==> config.mk <==
export PLATFORM = sky130hd
export DESIGN_NAME = code_fifo
export DESIGN_NICKNAME = d
export VERILOG_FILES = /design/src/rtl/y_seq_checker_pkg.sv /design/src/rtl/code_fifo.sv
export SDC_FILE = /design/constraint.sdc
export NUM_CORES = 1
export LEC_CHECK = 0
export ABC_CLOCK_PERIOD_IN_PS = 2200
export CAP_MARGIN = 25
export CORE_MARGIN = 5
export CORE_UTILIZATION = 34
export DETAILED_ROUTE_END_ITERATION = 8
export PLACE_DENSITY = 0.58
export SETUP_SLACK_MARGIN = 0.15
export SLEW_MARGIN = 20
export SYNTH_ARGS = -nofsm -noshare
export SYNTH_HDL_FRONTEND = slang
export SYNTH_SLANG_ARGS = --single-unit
export TNS_END_PERCENT = 10
==> constraint.sdc <==
create_clock -name clock -period 2.2 [get_ports clock]
set_clock_uncertainty 0.15 [all_clocks]
set_input_delay 0.22 -clock clock [delete_from_list [all_inputs] [get_ports clock]]
set_output_delay 0.22 -clock clock [all_outputs]
set_load 0.005 [all_outputs]
==> src/rtl/y_seq_checker_pkg.sv <==
// Shared code and state definitions for the y-sequence checker, its upstream FSM and benches.
package y_seq_checker_pkg;

  localparam int CODE_W = 3;

  localparam logic [CODE_W-1:0] CODE1 = 3'd1;
  localparam logic [CODE_W-1:0] CODE2 = 3'd2;
  localparam logic [CODE_W-1:0] CODE3 = 3'd3;
  localparam logic [CODE_W-1:0] CODE4 = 3'd4;

  localparam logic [2:0] ST_IDLE = 3'd0;
  localparam logic [2:0] ST_S1   = 3'd1;
  localparam logic [2:0] ST_S2   = 3'd2;
  localparam logic [2:0] ST_S3   = 3'd3;
  localparam logic [2:0] ST_S4   = 3'd4;

  // A repeat of the current code is legal; IDLE only accepts the start code.
  function automatic logic is_legal(input logic [2:0] st, input logic [CODE_W-1:0] code);
    logic ok;
    ok = 1'b0;
    case (st)
      ST_IDLE: ok = (code == CODE1);
      ST_S1:   ok = (code == CODE1) || (code == CODE2);
      ST_S2:   ok = (code == CODE2) || (code == CODE3) || (code == CODE4);
      ST_S3:   ok = (code == CODE3) || (code == CODE4);
      ST_S4:   ok = (code == CODE4) || (code == CODE1);
      default: ok = 1'b0;
    endcase
    return ok;
  endfunction

  function automatic logic [2:0] state_for_code(input logic [CODE_W-1:0] code);
    logic [2:0] st;
    st = ST_IDLE;
    case (code)
      CODE1:   st = ST_S1;
      CODE2:   st = ST_S2;
      CODE3:   st = ST_S3;
      CODE4:   st = ST_S4;
      default: st = ST_IDLE;
    endcase
    return st;
  endfunction

endpackage

==> src/rtl/code_fifo.sv <==
// Small synchronous FIFO holding accepted codes; head reads as zero while empty.
module code_fifo
  import y_seq_checker_pkg::*;
#(
  parameter int DEPTH = 4,
  parameter int WIDTH = CODE_W
) (
  input  logic             clock,
  input  logic             reset,
  input  logic             push,
  input  logic [WIDTH-1:0] push_data,
  input  logic             pop,
  output logic [WIDTH-1:0] head,
  output logic             full,
  output logic             empty
);

  localparam int PTR_W = $clog2(DEPTH);
  localparam logic [PTR_W:0] FULL_CNT = (PTR_W + 1)'(DEPTH);

  logic [WIDTH-1:0] mem [DEPTH];
  logic [PTR_W-1:0] wr_ptr;
  logic [PTR_W-1:0] rd_ptr;
  logic [PTR_W:0]   count;
  logic             do_push;
  logic             do_pop;

  assign full    = (count == FULL_CNT);
  assign empty   = (count == '0);
  assign do_push = push && !full;
  assign do_pop  = pop && !empty;
  assign head    = empty ? '0 : mem[rd_ptr];

  // DEPTH is a power of two, so plain pointer overflow is the modulo wrap.
  always_ff @(posedge clock or negedge reset) begin
    if (!reset) begin
      wr_ptr <= '0;
      rd_ptr <= '0;
      count  <= '0;
    end else begin
      if (do_push) wr_ptr <= wr_ptr + PTR_W'(1);
      if (do_pop)  rd_ptr <= rd_ptr + PTR_W'(1);
      if (do_push && !do_pop)      count <= count + (PTR_W + 1)'(1);
      else if (do_pop && !do_push) count <= count - (PTR_W + 1)'(1);
    end
  end

  always_ff @(posedge clock) begin
    if (do_push) mem[wr_ptr] <= push_data;
  end

endmodule

==> impl_results.html <==
<table>
<tr><th>Metric</th><th>Value</th></tr>
<tr><th colspan="2">Synthesis</th></tr>
<tr><td>Fraction of registers with async set/reset</td><td>0.368</td></tr>
<tr><td>Cells after synthesis</td><td>55</td></tr>
<tr><td>Post-synthesis register bit count</td><td>19</td></tr>
<tr><td>Leading cell types by count after synthesis</td><td>12 x sky130_fd_sc_hd__edfxtp_1, 7 x sky130_fd_sc_hd__dfrtp_1, 5 x sky130_fd_sc_hd__ha_1</td></tr>
<tr><td>Area share of the leading cell type in the synthesized netlist</td><td>0.399</td></tr>
<tr><td>Most area-hungry cell type in the Yosys netlist</td><td>sky130_fd_sc_hd__edfxtp_1</td></tr>
<tr><td>Avg Inst Size Synth</td><td>16.4 sq um</td></tr>
<tr><td>Netlist cell types</td><td>19</td></tr>
<tr><td>Synth area leaders</td><td>sky130_fd_sc_hd__edfxtp_1 40%, sky130_fd_sc_hd__dfrtp_1 19%, sky130_fd_sc_hd__mux4_2 7.5%, sky130_fd_sc_hd__ha_1 6.9%, sky130_fd_sc_hd__xnor2_1 3.9%</td></tr>
<tr><td>Nets in the synthesized netlist</td><td>68</td></tr>
<tr><td>Dominant cell by count in the synthesized netlist</td><td>sky130_fd_sc_hd__edfxtp_1</td></tr>
<tr><td>Portion of the post-synthesis area used by sequential elements</td><td>0.594</td></tr>
<tr><td>Prevailing post-synth register cell</td><td>sky130_fd_sc_hd__edfxtp_1</td></tr>
<tr><td>Syn Std Cell Area</td><td>902 sq um</td></tr>
<tr><td>EDFF count, synth</td><td>12</td></tr>
<tr><td>Number of warnings printed during yosys synthesis</td><td>0</td></tr>
<tr><th colspan="2">STA</th></tr>
<tr><td>Relative max-transition margin</td><td>0.780</td></tr>
<tr><td>Total Neg Setup Slack</td><td>0 ps</td></tr>
<tr><td>Setup violations, final</td><td>0</td></tr>
<tr><td>Setup ws final</td><td>113 ps</td></tr>
<tr><td>Max-slew violation count</td><td>0</td></tr>
<tr><td>Max Fclk</td><td>roughly 480 MHz</td></tr>
<tr><td>Final Hold Fails</td><td>0</td></tr>
<tr><td>Worst Tran Pin Value</td><td>330 ps</td></tr>
<tr><td>Setup repair after global routing missed its margin</td><td>yes</td></tr>
<tr><td>Min Tclk post-route</td><td>2090 ps</td></tr>
<tr><td>Period utilization</td><td>0.949</td></tr>
<tr><th colspan="2">Setup path</th></tr>
<tr><td>Sort of element at the start of the critical path</td><td>flip-flop</td></tr>
<tr><td>Critical path arrival</td><td>2160 ps</td></tr>
<tr><td>Classification of the worst setup path</td><td>flip-flop to flip-flop</td></tr>
<tr><td>Worst r2r path cells</td><td>8</td></tr>
<tr><td>CP endpoint kind</td><td>flip-flop</td></tr>
<tr><td>CP Data Required Time</td><td>2270 ps</td></tr>
<tr><td>Launching element of the worst setup path</td><td>count[2]</td></tr>
<tr><td>Maximum fanout along the worst path</td><td>2</td></tr>
<tr><td>Reg-to-reg critical path endpoint</td><td>count[2]</td></tr>
<tr><td>Startpoint of the most critical register-to-register path</td><td>count[2]</td></tr>
<tr><td>R2R Setup Slk</td><td>approximately 110 ps</td></tr>
<tr><th colspan="2">Floorplan</th></tr>
<tr><td>Count of standard-cell rows</td><td>18</td></tr>
<tr><td>Die outline area</td><td>around 3800 sq um</td></tr>
<tr><td>Die Span Y</td><td>61.5 um</td></tr>
<tr><td>Initial Util</td><td>0.361</td></tr>
<tr><td>IO Pins</td><td>12</td></tr>
<tr><td>Horiz. Die Dim</td><td>about 62 um</td></tr>
<tr><td>Floorplan Core Area</td><td>about 2500 sq um</td></tr>
<tr><th colspan="2">Run status</th></tr>
<tr><td>Outcome</td><td>complete, no violations</td></tr>
<tr><th colspan="2">Final layout</th></tr>
<tr><td>Non-Filler Cell Area, Final</td><td>around 1100 sq um</td></tr>
<tr><td>Diode insertion count for antenna repair</td><td>0</td></tr>
<tr><td>Growth of design area from synthesis to finish</td><td>27.2%</td></tr>
<tr><td>Fraction of layout cells with a size suffix above 1</td><td>0.427</td></tr>
<tr><td>FILL cells</td><td>221</td></tr>
<tr><td>Net count, final</td><td>89</td></tr>
<tr><th colspan="2">Route</th></tr>
<tr><td>Iteration-0 DRC count of the detailed router</td><td>11</td></tr>
<tr><td>Average wire per cell in the routed design</td><td>13.2 um</td></tr>
<tr><td>Routed vias/inst</td><td>between 4 and 5</td></tr>
<tr><td>Total via count after detailed routing</td><td>470</td></tr>
<tr><td>Number of DRC violations after detailed routing</td><td>0</td></tr>
<tr><td>Antenna-violating nets left</td><td>0</td></tr>
<tr><td>1st-pass router iterations</td><td>4</td></tr>
<tr><td>Final routed wirelength across all metal layers</td><td>between 1000 and 1500 um</td></tr>
<tr><th colspan="2">Worst hold path</th></tr>
<tr><td>Path category of the worst min-delay check</td><td>input pin to async pin</td></tr>
<tr><th colspan="2">Place</th></tr>
<tr><td>Placed wire-length estimate after detailed placement</td><td>991 um</td></tr>
<tr><td>Total placed instance area</td><td>between 1000 and 1500 sq um</td></tr>
<tr><td>Pre-CTS setup slack</td><td>105 ps</td></tr>
<tr><td>GPL Wtd Cong</td><td>0.676</td></tr>
<tr><td>IO Port Bufs</td><td>11</td></tr>
<tr><th colspan="2">Global routing</th></tr>
<tr><td>Total routing resource utilization after global routing</td><td>0.0836</td></tr>
<tr><td>Wire length of the first global-routing pass</td><td>2200 um</td></tr>
<tr><td>Largest net degree at the start of global routing</td><td>12</td></tr>
<tr><td>Antenna violations before repair</td><td>0</td></tr>
<tr><td>Via count of the first global-routing pass</td><td>484</td></tr>
<tr><td>Global-route congestion overflow total</td><td>0</td></tr>
<tr><th colspan="2">Clock tree</th></tr>
<tr><td>Total of hold buffers inserted after clock tree synthesis</td><td>0</td></tr>
<tr><td>Root Driver</td><td>sky130_fd_sc_hd__clkbuf_4</td></tr>
<tr><td>CTS H-tree depth</td><td>1</td></tr>
<tr><td>TritonCTS clock tree</td><td>done</td></tr>
<tr><td>Clock buffer depth</td><td>2</td></tr>
<tr><td>Clk pin slew, worst setup/hold paths</td><td>110 ps</td></tr>
<tr><td>Clock sink count</td><td>19</td></tr>
<tr><td>Number of buffers added by the clock tree synthesis step</td><td>3</td></tr>
<tr><td>Clock network latency to the later pin of the worst-skew pair</td><td>slightly below 300 ps</td></tr>
<tr><th colspan="2">Pwr</th></tr>
<tr><td>Cell leakage power</td><td>about 0.47 nW</td></tr>
<tr><td>Peak supply drop</td><td>639 uV</td></tr>
<tr><td>Power density cells</td><td>1290 nW/um^2</td></tr>
<tr><th colspan="2">Run</th></tr>
<tr><td>Max-cap violations</td><td>0</td></tr>
</table>
-- cell usage in the layout, fill, tap and decap left out, types with 3 or more instances in the layout --
| master | count |
|---|---|
| sky130_fd_sc_hd__dfrtp_2 | 3 |
| sky130_fd_sc_hd__dfrtp_1 | 4 |
| sky130_fd_sc_hd__clkbuf_4 | 3 |
| sky130_fd_sc_hd__xnor2_1 | 4 |
| sky130_fd_sc_hd__inv_1 | 3 |
| sky130_fd_sc_hd__buf_4 | 4 |
| sky130_fd_sc_hd__ha_1 | 4 |
| sky130_fd_sc_hd__buf_6 | 3 |
| sky130_fd_sc_hd__mux4_2 | 3 |
| sky130_fd_sc_hd__clkdlybuf4s50_1 | 7 |
| sky130_fd_sc_hd__edfxtp_1 | 12 |
| sky130_fd_sc_hd__and2_2 | 4 |
-- where the power goes --
part | leakage (nW) | internal (mW) | total [mW] | switching, mW
Sequential | 0.189 | 0.506 | 0.588 | 0.0824
Combinational | 0.265 | 0.450 | 0.719 | 0.269
Clock | 0.0177 | 0.0675 | 0.171 | 0.103
Total | 0.472 | 1.02 | 1.48 | 0.454
-- layer usage --
metal,vias to the layer above,part of all wire,GRT usage
li1,232,-,-
met1,227,0.42,0.0932
met2,9,0.54,0.142
met3,2,0.024,0.0126
met4,0,0.020,0.0636
met5,-,0,0
-- sequential cells by signal, summed over array words and instances (netlist names) --
name	flops
mem	12
count	3
rd_ptr	2
wr_ptr	2
-- worst max-delay path by stage --
stage / end / depth (start not counted)
floorplan: count[2] / 8
global placement: count[2] / 8
detailed placement: count[2] / 8
CTS: empty / 4
global route: count[2] / 9
finish: count[2] / 8
-- kinds of logic after synthesis --
| kind of cell | Yosys count | synth area share |
|---|---|---|
| adders and majority gates | 6 | 0.0915 |
| xor gates and xnor gates | 6 | 0.0583 |
| buffers and inverters | 6 | 0.0416 |
| DFF | 19 | 0.594 |
| and+or+nand+nor | 13 | 0.111 |
| muxes | 5 | 0.104 |
-- metrics by stage --
step                power (mW)  cells  hold WS, ps  utilization
global route              1.58    105         41.0        0.459
detailed placement        1.22     96          349        0.426
finish                    1.48    105         24.0        0.459
global placement          1.23     96          352        0.426
floorplan                 1.02     55         -226            -
CTS                       1.46    105         36.4        0.455
-- repair_timing --
| action | 4_1_cts | 5_1_grt |
|---|---|---|
| buffers inserted | 5 | 0 |
| pin swaps | 6 | 2 |
| setup endpoints to repair | 6 | 6 |
| gates resized for setup | 8 | 7 |
-- worst max-delay path: stages, from the launching register on --
cell                      delay, ps
sky130_fd_sc_hd__dfrtp_1        410
sky130_fd_sc_hd__or3_4          410
sky130_fd_sc_hd__nand2_4        100
sky130_fd_sc_hd__ha_4           140
sky130_fd_sc_hd__inv_2           40
sky130_fd_sc_hd__fa_2           350
sky130_fd_sc_hd__xor2_1         160
sky130_fd_sc_hd__nor2_1         110
sky130_fd_sc_hd__xor2_1         150
-- area by class of cell --
| cell class | instances | area (sq um) | area share |
|---|---|---|---|
| clock buffer | 3 | 22.5 | 0.0196 |
| clock inverter | 1 | 5.00 | 0.00436 |
| inverter | 4 | 15.0 | 0.0131 |
| multi-input combinational | 30 | 358 | 0.312 |
| sequential | 19 | 539 | 0.470 |
| tap | 30 | 37.5 | 0.0327 |
| timing repair buffer | 18 | 170 | 0.148 |
Note: power is estimated with default switching activity, not from simulation.
